`src/rtl/mips_pkg.sv`:
```
// Shared definitions for the MIPS pipeline: reset/bubble/halt encodings and
// the instruction-fetch FSM state type.
package mips_pkg;

  localparam logic [31:0] NOP_INSTR  = 32'h0000_0000;
  localparam logic [31:0] HALT_INSTR = 32'hFFFF_FFFF;
  localparam logic [31:0] RESET_PC   = 32'h0000_0000;

  typedef enum logic {
    RUN    = 1'b0,
    HALTED = 1'b1
  } fetch_state_t;

endpackage

```
`src/rtl/pc_reg.sv`:
```
// Program counter for the IF stage: holds the PC, selects between a redirect
// target, the sequential PC+4, or holding, and exposes PC+4 for IF/ID.
module pc_reg #(
  parameter int              PC_W     = 32,
  parameter logic [PC_W-1:0] RESET_PC = '0
) (
  input  logic            clka,
  input  logic            rst_n,
  input  logic            load_target,
  input  logic            advance,
  input  logic [PC_W-1:0] target,
  output logic [PC_W-1:0] pc,
  output logic [PC_W-1:0] pc_plus4
);

  assign pc_plus4 = pc + PC_W'(4);

  // Redirect wins over sequential advance; otherwise the PC is held.
  always_ff @(posedge clka or negedge rst_n) begin
    if (!rst_n) begin
      pc <= RESET_PC;
    end else if (load_target) begin
      pc <= target;
    end else if (advance) begin
      pc <= pc_plus4;
    end
  end

endmodule

```
`src/rtl/instruction_fetch.sv`:
```
// MIPS IF stage. Drives the instruction RAM address from the PC, captures the
// returned word into the IF/ID register one cycle later, and handles stall,
// branch/jump redirect with flush, debug single-step and HALT detection.
module instruction_fetch
  import mips_pkg::fetch_state_t, mips_pkg::RUN, mips_pkg::HALTED;
#(
  parameter int                 PC_W       = 32,
  parameter int                 ADDR_W     = 11,
  parameter int                 INSTR_W    = 32,
  parameter logic [PC_W-1:0]    RESET_PC   = PC_W'(mips_pkg::RESET_PC),
  parameter logic [INSTR_W-1:0] HALT_INSTR = INSTR_W'(mips_pkg::HALT_INSTR),
  parameter logic [INSTR_W-1:0] NOP_INSTR  = INSTR_W'(mips_pkg::NOP_INSTR)
) (
  input  logic               clka,
  input  logic               rst_n,
  output logic [ADDR_W-1:0]  o_addr,
  input  logic [INSTR_W-1:0] i_instr,
  input  logic               i_stall,
  input  logic               i_branch_taken,
  input  logic [PC_W-1:0]    i_branch_target,
  input  logic               i_jump,
  input  logic [PC_W-1:0]    i_jump_target,
  input  logic               i_debug_mode,
  input  logic               i_step,
  output logic [INSTR_W-1:0] o_ifid_instr,
  output logic [PC_W-1:0]    o_ifid_pc4,
  output logic               o_ifid_valid,
  output logic [PC_W-1:0]    o_pc,
  output logic               o_halted,
  output logic [31:0]        o_fetch_count
);

  fetch_state_t    state;
  logic [PC_W-1:0] pc;
  logic [PC_W-1:0] pc_plus4;
  logic [PC_W-1:0] redirect_target;
  logic            running;
  logic            redirect;
  logic            adv;
  logic            accept;
  logic            fetch_halt;
  logic            load_target;
  logic            advance_pc;

  // Branch comes from EX and is older than a jump from ID, so it wins.
  // A redirect bypasses stall and debug gating, but a halted core ignores it.
  assign running         = (state == RUN);
  assign redirect        = i_branch_taken | i_jump;
  assign redirect_target = i_branch_taken ? i_branch_target : i_jump_target;
  assign adv             = running & (~i_debug_mode | i_step);
  assign accept          = adv & ~redirect & ~i_stall;
  assign fetch_halt      = (i_instr == HALT_INSTR);
  assign load_target     = running & redirect;
  assign advance_pc      = accept & ~fetch_halt;

  pc_reg #(
    .PC_W    (PC_W),
    .RESET_PC(RESET_PC)
  ) u_pc_reg (
    .clka       (clka),
    .rst_n      (rst_n),
    .load_target(load_target),
    .advance    (advance_pc),
    .target     (redirect_target),
    .pc         (pc),
    .pc_plus4   (pc_plus4)
  );

  // IF/ID register, fetch counter and RUN/HALTED FSM; a fetched HALT word is
  // passed downstream once as valid, then bubbles follow until reset.
  always_ff @(posedge clka or negedge rst_n) begin
    if (!rst_n) begin
      state         <= RUN;
      o_ifid_instr  <= NOP_INSTR;
      o_ifid_pc4    <= '0;
      o_ifid_valid  <= 1'b0;
      o_fetch_count <= '0;
    end else if (state == HALTED) begin
      o_ifid_instr  <= NOP_INSTR;
      o_ifid_pc4    <= '0;
      o_ifid_valid  <= 1'b0;
    end else if (redirect) begin
      o_ifid_instr  <= NOP_INSTR;
      o_ifid_pc4    <= '0;
      o_ifid_valid  <= 1'b0;
    end else if (accept) begin
      o_ifid_instr  <= i_instr;
      o_ifid_pc4    <= pc_plus4;
      o_ifid_valid  <= 1'b1;
      o_fetch_count <= o_fetch_count + 32'd1;
      if (fetch_halt) begin
        state <= HALTED;
      end
    end
  end

  assign o_addr   = pc[ADDR_W-1:0];
  assign o_pc     = pc;
  assign o_halted = (state == HALTED);

endmodule

```
`config.mk`:
```
export PLATFORM = sky130hd
export DESIGN_NAME = instruction_fetch
export DESIGN_NICKNAME = d
export VERILOG_FILES = /design/src/rtl/mips_pkg.sv /design/src/rtl/pc_reg.sv /design/src/rtl/instruction_fetch.sv
export SDC_FILE = /design/constraint.sdc
export NUM_CORES = 1
export LEC_CHECK = 0
export ABC_CLOCK_PERIOD_IN_PS = 1800
export CAP_MARGIN = 0
export CORE_AREA = 2 2 137 139
export CTS_CLUSTER_SIZE = 20
export DETAILED_ROUTE_END_ITERATION = 8
export DIE_AREA = 0 0 139 141
export PLACE_DENSITY = 0.77
export SLEW_MARGIN = 10
export SYNTH_ARGS = -nofsm -noshare
export SYNTH_HDL_FRONTEND = slang
export SYNTH_SLANG_ARGS = --single-unit
```
`constraint.sdc`:
```
create_clock -name clka -period 1.8 [get_ports clka]
set_clock_uncertainty 0.05 [all_clocks]
set_input_delay 0.36 -clock clka [delete_from_list [all_inputs] [get_ports clka]]
set_output_delay 0.36 -clock clka [all_outputs]
set_load 0.05 [all_outputs]
```
==> results.tsv <==
metric	value	unit
cts_tree	built	
rsz0062_at_grt	true	
clk_latency	0.42	ns
period_minus_slack	1.96	ns
yosysMostFrequentCell	dfrtp_1	
grt_util_met1	28.4	%
fin_crit_sh	109	%
crit_path_max_fanout	5	
ant_nets	0	
syn_to_final_growth	67.7	%
cp-end-kind	flip-flop	
cp.arrival	2.21	ns
rrSetupSlack	-0.16	ns
hold_violations	0	
finalPower	9.47	mW
place_area	10100	sq um
synth_cell_types	53	
setup_viol	41	
cp-start-kind	flip-flop	
crit_type	flip-flop to flip-flop	
hold_class	input pin to flip-flop	
die_y	141	um
syn-num-nets	807	
clock.fmax	509	MHz
syn-instance-count	702	
leakagePower	5.15	nW
finalWorstSetupSlack	-0.164	ns
fin_area	11300	sq um
outcome	complete, but fails checks	
avgRoutedWirePerCell	17.8	um
grt_use_met2	38.3	%
power_density	838	nW/um^2
ys_seq_area_share	48.3	%
critPathLaunch	o_halted	
violations	negative setup slack	
route.detailed.drc	0	
coreArea	18300	sq um
layout-drive-gt1-share	42.6	%
grt_usage	22.9	%
fill_cells	1475	
finalSetupTns	-3.13	ns
use_met3	5.33	%
yosys_warnings	0	
synthArstFlopShare	100	%
std_cell_rows	50	
clock-sinks	130	
wirelength	23.1	mm
place_congestion	0.865	
netlist_area	6730	sq um
synth-edff-count	0	
drt-pass1-iter-count	4	
grt_max_degree	50	
clock_path_buffers	2	
die_area	19600	sq um
synth_area_per_cell	9.59	sq um
synthTopCellsByCount	130 x dfrtp_1, 113 x nand2_1, 54 x a21oi_1	
grt_pass1_vias	6760	
ir_drop	0.000516	V
first_iter_violations	359	
fin_nets	1152	
cts_buffers	17	
slew_viol_final	0	
max_cap_violations	0	
worstReg2RegStart	o_halted	
critPathRequiredTime	2.05	ns
avgViaCountPerCell	5.24	
max-slew-margin-rel	73.4	%
grt_pass1_wl	35.7	mm
grt_overflow_total	0	
start_util	36.9	%
hpwl	16.2	mm
synth_top_area_cell	dfrtp_1	
dp.cells	1229	
ys_ff_latch	130	
cts_root_buf	clkbuf_16	
via_count	6787	
finalNonFillerCells	1294	
holdCritStartpoint	i_instr[9]	
netlist_top_cells_area	dfrtp_1 48%, nand2_1 6.3%, mux2i_1 4.5%, xnor2_1 4.3%, a21oi_1 4.0%	
antenna_found_initial	1	
synth_top_area_share	48.3	%
die_x	139	um
htreeDepth	4	
tightest_slew	0.399	ns
io_pins	244	
busiest_layer	met2	
clk_pin_slew_worst_paths	0.06	ns
synth_flop_cell	dfrtp_1	
numPortBuffers	243	
timing repair:
| action | 4_1_cts | 5_1_grt |
|---|---|---|
| endpoints found under the hold margin | 22 | 0 |
| gates resized for setup | 89 | 86 |
| gates cloned | 2 | 0 |
| pin swaps | 30 | 37 |
| endpoints found under the setup margin | 49 | 66 |
| hold buffers | 1 | 0 |
| setup buffers | 21 | 13 |
through the flow:
stage | setup WS (ns) | hold slack [ns] | utilization [%]
floorplan | -0.245 | 0.0144 | -
global placement | -0.717 | 0.198 | 55.4
detailed placement | -0.681 | 0.199 | 55.4
CTS | -0.181 | 0.206 | 60.9
global route | -0.232 | 0.122 | 61.8
finish | -0.164 | 0.123 | 61.8
placed cells by master (no fill, tap or decap), drive strengths merged, types with 6 or more instances in the layout:
cell	Yosys	final
a211oi	23	23
a21oi	55	55
a311oi	8	8
a32oi	6	6
and2	6	6
and3	11	11
buf	28	282
clkbuf	28	41
clkdlybuf4s50	0	67
dfrtp	130	130
dlygate4sd2	0	8
inv	7	7
mux2i	30	30
nand2	113	113
nand3	24	24
nand4	24	24
nor2	40	40
nor2b	9	9
nor3	12	12
nor4	6	6
o21ai	20	20
o221a	6	6
o311a	6	6
or3	14	14
xnor2	33	33
xor2	26	26
where the power goes:
part	switching [mW]	total, mW	leakage (nW)	internal (mW)
Sequential	0.162	3.27	1.66	3.11
Combinational	1.60	2.66	3.21	1.06
Clock	1.29	3.53	0.289	2.23
Total	3.06	9.47	5.15	6.41
critical path, stage by stage (launching register included):
cell and delay (ns):
dfrtp_2 0.42, nor3_4 0.25, nand3_4 0.11, a21o_1 0.20, buf_12 0.14, buf_8 0.13
buf_6 0.11, or3_1 0.31, o311a_1 0.12
path summary, 6_finish.rpt:
check                                         end  cells past startpoint
worst max-delay path               u_pc_reg.pc[4]                      8
worst min-delay path              o_ifid_instr[9]                      3
worst max register to register     u_pc_reg.pc[4]                      8
worst min register to register  o_fetch_count[31]                      1
max in group asynchronous          o_ifid_pc4[30]                      3
min in group asynchronous       o_fetch_count[13]                      2
area by class of cell:
cell class / count / area, sq um / area share, %
multi-input combinational: 509 / 3630 / 32.2
timing repair buffer: 382 / 3450 / 30.5
sequential: 130 / 3300 / 29.2
clock buffer: 21 / 460 / 4.08
tap: 234 / 293 / 2.59
clock inverter: 10 / 134 / 1.19
inverter: 7 / 26.3 / 0.233
antenna: 1 / 2.50 / 0.0222
per-layer routing:
| layer | share of wire [%] | up-vias |
|---|---|---|
| li1 | - | 3184 |
| met2 | 50 | 251 |
| met3 | 6.3 | 46 |
| met4 | 3.3 | 0 |
| met5 | 0 | - |
| met1 | 41 | 3306 |
logic make-up after synthesis:
family | after synthesis | synth area share (%)
xor+xnor | 59 | 7.68
fa+ha+maj | 2 | 0.372
flops | 130 | 48.3
mux | 33 | 4.96
buf+inv | 63 | 4.50
compound gates | 144 | 14.2
simple gates | 271 | 20.0
No activity file was read; power rests on OpenSTA's default activity.
